===== src/rtl/cv32e41s_rf_wb_stage.sv =====
// cv32e41s_rf_wb_stage
// Write-back stage in front of the integer register file: a WB register plus one
// skid entry (strict FIFO order), regfile write-port drive and a forwarding tap for ID.
// Optional feature macro: CV32E41S_RF_ECC_EN appends 6 check bits to rf_wdata_o.
// RV32 parameter: 0 = RV32I (32 GPRs), 1 = RV32E (16 GPRs, x16..x31 writes suppressed).

module cv32e41s_rf_wb_stage #(
    parameter int RV32    = 0,
    parameter int WDATA_W = 32,
`ifdef CV32E41S_RF_ECC_EN
    localparam int REGFILE_WORD_WIDTH = WDATA_W + 6
`else
    localparam int REGFILE_WORD_WIDTH = WDATA_W
`endif
) (
    input  logic                          clk,
    input  logic                          rst_n,
    input  logic                          ex_valid_i,
    output logic                          ex_ready_o,
    input  logic                          ex_rf_we_i,
    input  logic [4:0]                    ex_rf_waddr_i,
    input  logic [WDATA_W-1:0]            ex_rf_wdata_i,
    input  logic                          ex_dummy_i,
    input  logic                          ex_hint_i,
    input  logic                          halt_wb_i,
    input  logic                          kill_wb_i,
    output logic                          rf_we_o,
    output logic [4:0]                    rf_waddr_o,
    output logic [REGFILE_WORD_WIDTH-1:0] rf_wdata_o,
    output logic                          dummy_instr_wb_o,
    output logic                          hint_instr_wb_o,
    output logic                          wb_valid_o,
    output logic                          fwd_valid_o,
    output logic [4:0]                    fwd_waddr_o,
    output logic [WDATA_W-1:0]            fwd_wdata_o,
    output logic                          rf_addr_err_o
);

    localparam bit IS_RV32E = (RV32 == 1);

    typedef struct packed {
        logic               we;
        logic [4:0]         waddr;
        logic [WDATA_W-1:0] wdata;
        logic               dummy;
        logic               hint;
    } entry_t;

    entry_t wb_q, wb_d, skid_q, skid_d, ex_entry;
    logic   wb_valid_q, wb_valid_d, skid_valid_q, skid_valid_d;
    logic   accept, retire, zero_blocked, rv32e_blocked;

    assign ex_entry = '{we: ex_rf_we_i, waddr: ex_rf_waddr_i, wdata: ex_rf_wdata_i,
                        dummy: ex_dummy_i, hint: ex_hint_i};

    assign ex_ready_o = !skid_valid_q;
    assign accept     = ex_valid_i && ex_ready_o;
    assign retire     = wb_valid_q && !halt_wb_i && !kill_wb_i;

    // Next-state for the two-deep FIFO; kill empties both entries and drops any same-cycle accept.
    // WB empty implies skid empty, so an accept into an idle stage always lands in WB.
    always_comb begin
        wb_valid_d   = wb_valid_q;
        skid_valid_d = skid_valid_q;
        wb_d         = wb_q;
        skid_d       = skid_q;
        if (kill_wb_i) begin
            wb_valid_d   = 1'b0;
            skid_valid_d = 1'b0;
        end else if (retire) begin
            if (skid_valid_q) begin
                wb_d         = skid_q;
                wb_valid_d   = 1'b1;
                skid_valid_d = accept;
                if (accept) skid_d = ex_entry;
            end else begin
                wb_valid_d = accept;
                if (accept) wb_d = ex_entry;
            end
        end else if (!wb_valid_q) begin
            wb_valid_d = accept;
            if (accept) wb_d = ex_entry;
        end else if (accept) begin
            skid_valid_d = 1'b1;
            skid_d       = ex_entry;
        end
    end

    // WB and skid registers.
    always_ff @(posedge clk or negedge rst_n) begin
        if (!rst_n) begin
            wb_valid_q   <= 1'b0;
            skid_valid_q <= 1'b0;
            wb_q         <= '0;
            skid_q       <= '0;
        end else begin
            wb_valid_q   <= wb_valid_d;
            skid_valid_q <= skid_valid_d;
            wb_q         <= wb_d;
            skid_q       <= skid_d;
        end
    end

    assign zero_blocked  = (wb_q.waddr == 5'd0) && !wb_q.dummy && !wb_q.hint;
    assign rv32e_blocked = IS_RV32E && wb_q.waddr[4];

    assign rf_we_o          = retire && wb_q.we && !zero_blocked && !rv32e_blocked;
    assign rf_addr_err_o    = retire && wb_q.we && rv32e_blocked;
    assign rf_waddr_o       = wb_q.waddr;
    assign dummy_instr_wb_o = wb_valid_q && wb_q.dummy;
    assign hint_instr_wb_o  = wb_valid_q && wb_q.hint;
    assign wb_valid_o       = wb_valid_q;
    assign fwd_valid_o      = wb_valid_q && wb_q.we && (wb_q.waddr != 5'd0);
    assign fwd_waddr_o      = wb_q.waddr;
    assign fwd_wdata_o      = wb_q.wdata;

`ifdef CV32E41S_RF_ECC_EN
    localparam logic [5:0] ECC_PAT = 6'b10_1010;
    logic [5:0] chk;

    // Check bit k covers data bits i with i%6 == k; the inversion pattern makes all-zero data
    // encode to the register file's reset word.
    always_comb begin
        chk = ECC_PAT;
        for (int unsigned i = 0; i < WDATA_W; i++) begin
            chk[i % 6] = chk[i % 6] ^ wb_q.wdata[i];
        end
    end

    assign rf_wdata_o = {chk, wb_q.wdata};
`else
    assign rf_wdata_o = wb_q.wdata;
`endif

endmodule


===== config.mk =====
export PLATFORM = sky130hd
export DESIGN_NAME = cv32e41s_rf_wb_stage
export DESIGN_NICKNAME = d
export VERILOG_FILES = /design/src/rtl/cv32e41s_rf_wb_stage.sv
export SDC_FILE = /design/constraint.sdc
export NUM_CORES = 1
export LEC_CHECK = 0
export CORE_ASPECT_RATIO = 1.4
export CORE_MARGIN = 3
export CORE_UTILIZATION = 48
export CTS_CLUSTER_DIAMETER = 40
export DETAILED_ROUTE_END_ITERATION = 12
export PLACE_DENSITY = 0.81
export SLEW_MARGIN = 20
export SYNTH_ARGS = -nofsm -noshare
export SYNTH_HDL_FRONTEND = slang
export SYNTH_SLANG_ARGS = --single-unit

===== constraint.sdc =====
create_clock -name clk -period 2 [get_ports clk]
set_input_delay 0.3 -clock clk [delete_from_list [all_inputs] [get_ports clk]]
set_output_delay 0.3 -clock clk [all_outputs]
set_load 0.03 [all_outputs]

==> results.tsv <==
stage	metric	value	unit
global_route	Total GRT Usage	19.50	%
routing	Vias	2698	
critical_path	Worst setup SP type	flop	
critical_path	Worst Path Required	1700	ps
timing	slew margin rel.	66.53	%
routing	DRC errors left	0	
status	status	complete, no violations	
timing	slew of the pin with the lowest slew margin	502.0	ps
placement	post-DP HPWL	6385	um
critical_path	highest net fanout along the worst path	5	
timing	fin crit share	98.20	%
clock_network	CTS root buf	clkbuf_16	
placement	dpl cell area	5221	um2
floorplan	Initial Util	49.96	%
final_layout	most common cell after layout, fill and taps aside	clkdlybuf4s50_1	
floorplan	Die Y	118.6	um
final_layout	Nets	418	
floorplan	Rows	40	
timing	max-slew violations	0	
clock_network	CTS Buf Count	9	
final_layout	# diodes	0	
timing	Fmax achieved	509.2	MHz
routing	drt wl/cell	19.92	um
logic_synthesis	#FFs+latches synth	82	
placement	PortBufs	124	
timing	setup TNS	0	ps
floorplan	Die ar.	10260	um2
job	maxcap violations	0	
critical_path	crit path kind	reg2out	
final_layout	Final Cell Area	5574	um2
timing	fin crit period	1964	ps
timing	clock skew	4.955	ps
clock_network	Clk Latency, worst-skew pair	330	ps
final_layout	Filler cells	666	
floorplan	CORE AREA	8708	um2
pwr	Leakage	2.398	nW
timing	Setup violations, final	0	
global_route	largest net degree at the start of global routing	47	
routing	drt first pass iters	4	
logic_synthesis	Avg Synthesized Cell Area	13.60	um2
global_route	grt ovf	0	
worst_hold_path	Worst Hold Class	in2async	
global_route	initial antenna violation count	0	
clock_network	Sink Count	82	
placement	Routability Congestion	0.7997	
global_route	global-route wire length before repair	15720	um
floorplan	I/O Pins	126	
routing	Routed Antenna Nets	0	
critical_path	Worst Setup End Kind	output port	
routing	WL final	9620	um
pwr	Peak supply drop	0.7026	mV
critical_path	arrival time worst endpoint	1660	ps
pwr	P per Cell Area	1139	nW/um2
logic_synthesis	Synth cell types	24	
logic_synthesis	synth warn	0	
clock_network	CTS tree	built	
logic_synthesis	Net Count, Synth	365	
routing	DR iter-0 viols	115	
final_layout	Layout area overhead	28.13	%
clock_network	clock buffer depth	2	
logic_synthesis	Post-Syn Area	4350	um2
logic_synthesis	sequential cell area fraction in the yosys report	47.17	%
clock_network	Setup Fix Bufs, Post-CTS	0	
routing	via/cell ratio	5.586	
global_route	number of global-route vias before repair	2961	
clock_network	H-tree levels	3	
clock_network	clock-pin slew on the worst setup and hold paths	60	ps
timing	Fin. Hold Viols	0	
floorplan	DIE WIDTH	86.46	um
final_layout	layout cells sized above 1	31.22	%
final_layout	end-of-flow core utilization	64.01	%
final_layout	most frequent cells in the layout	121 x clkdlybuf4s50_1, 81 x dfrtp_1, 40 x mux2_4, 40 x o22ai_1, 40 x a2bb2oi_2	
logic_synthesis	cells after synthesis	320	
timing	RSZ-0062 raised after global routing	false	
[worst max-delay path, stage by stage, from the launching register on]
cell	delay (ps)
dfrtp_1	430
inv_1	160
clkdlybuf4s50_1	740
[what timing repair did]
action / CTS / global route
endpoints found under the setup margin: 3 / 0
endpoints found under the hold margin: 36 / 0
hold buffers: 1 / 0
resized for setup: 2 / 0
[stage by stage]
| step | worst slack (ps) | instances | power [mW] | hold WS (ps) |
|---|---|---|---|---|
| after global routing | 1.336 | 483 | 6.583 | 520.6 |
| after detailed placement | 34.66 | 466 | 4.488 | 297.6 |
| after CTS | 45.41 | 483 | 6.402 | 510.6 |
| final | 36.09 | 483 | 6.348 | 491.6 |
| after global placement | 105.1 | 466 | 4.434 | 294.6 |
| after floorplan | 421.2 | 320 | 4.009 | 4.409 |
[logic make-up after synthesis]
logic type | share of synthesized area [%]
buffers and inverters | 16.45
AO/OA/AOI/OAI | 20.51
flip-flops | 47.17
multiplexers | 13.81
AND/OR/NAND/NOR | 1.984
other | 0.08620
[cell usage after synthesis]
| cell | n | area, um2 |
|---|---|---|
| a21boi_2 | 1 | 11.26 |
| a21oi_1 | 3 | 15.01 |
| a2bb2oi_2 | 40 | 600.6 |
| and2_1 | 2 | 12.51 |
| and2b_1 | 1 | 7.510 |
| and3_1 | 1 | 6.260 |
| buf_2 | 5 | 25.02 |
| buf_4 | 75 | 563.0 |
| buf_6 | 8 | 90.09 |
| clkbuf_1 | 9 | 33.78 |
| conb_1 | 1 | 3.750 |
| dfrtp_1 | 82 | 2052 |
| inv_1 | 1 | 3.750 |
| mux2_4 | 40 | 600.6 |
| nand2_1 | 1 | 3.750 |
| nand2b_1 | 1 | 6.260 |
| nand4_2 | 1 | 12.51 |
| nand4bb_1 | 1 | 11.26 |
| nor2_1 | 1 | 3.750 |
| nor2b_1 | 2 | 12.51 |
| nor3_1 | 2 | 10.01 |
| o21ai_0 | 1 | 5.000 |
| o22ai_1 | 40 | 250.2 |
| o311a_1 | 1 | 10.01 |
[cell type report]
class / instances / area [um2] / share of cell area [%]
clock buffer: 9 / 225.2 / 4.040
clock inverter: 7 / 117.6 / 2.110
inverter: 1 / 3.754 / 0.06734
multi-input combinational: 140 / 1618 / 29.02
sequential: 82 / 2053 / 36.84
tap: 105 / 131.4 / 2.357
timing repair buffer: 139 / 1425 / 25.57
[flip-flops by register name, summed over array words and instances (netlist names)]
signal	cells
skid_q	40
fwd_wdata_o	32
fwd_waddr_o	5
wb_q	3
skid_valid_q	1
wb_valid_o	1
[where the power goes]
| part | switching [mW] | internal [mW] |
|---|---|---|
| combinational | 0.990 | 1.13 |
| clock | 0.661 | 1.22 |
| sequential | 0.311 | 2.04 |
[layer usage]
metal | part of all wire, % | wire length, um | global-route usage, % | up-vias
li1 | - | - | - | 1199
met1 | 40 | 3882 | 23.97 | 1402
met2 | 54 | 5176 | 33.33 | 83
met3 | 4.0 | 386 | 3.626 | 14
met4 | 1.8 | 175 | 7.505 | 0
met5 | 0 | 0 | 0 | -
[worst paths after layout]
check,slack [ps],cells after the start,start,end
worst max-delay path,40,2,skid_valid_q,ex_ready_o
worst min-delay path,490,2,rst_n,skid_q[9]
worst max register to register,390,4,wb_valid_o,skid_q[14]
worst min register to register,510,1,skid_q[28],skid_q[28]
max in group asynchronous,890,3,rst_n,wb_valid_o
min in group clk,510,1,skid_q[28],skid_q[28]
(Power assumes the default switching activity.)
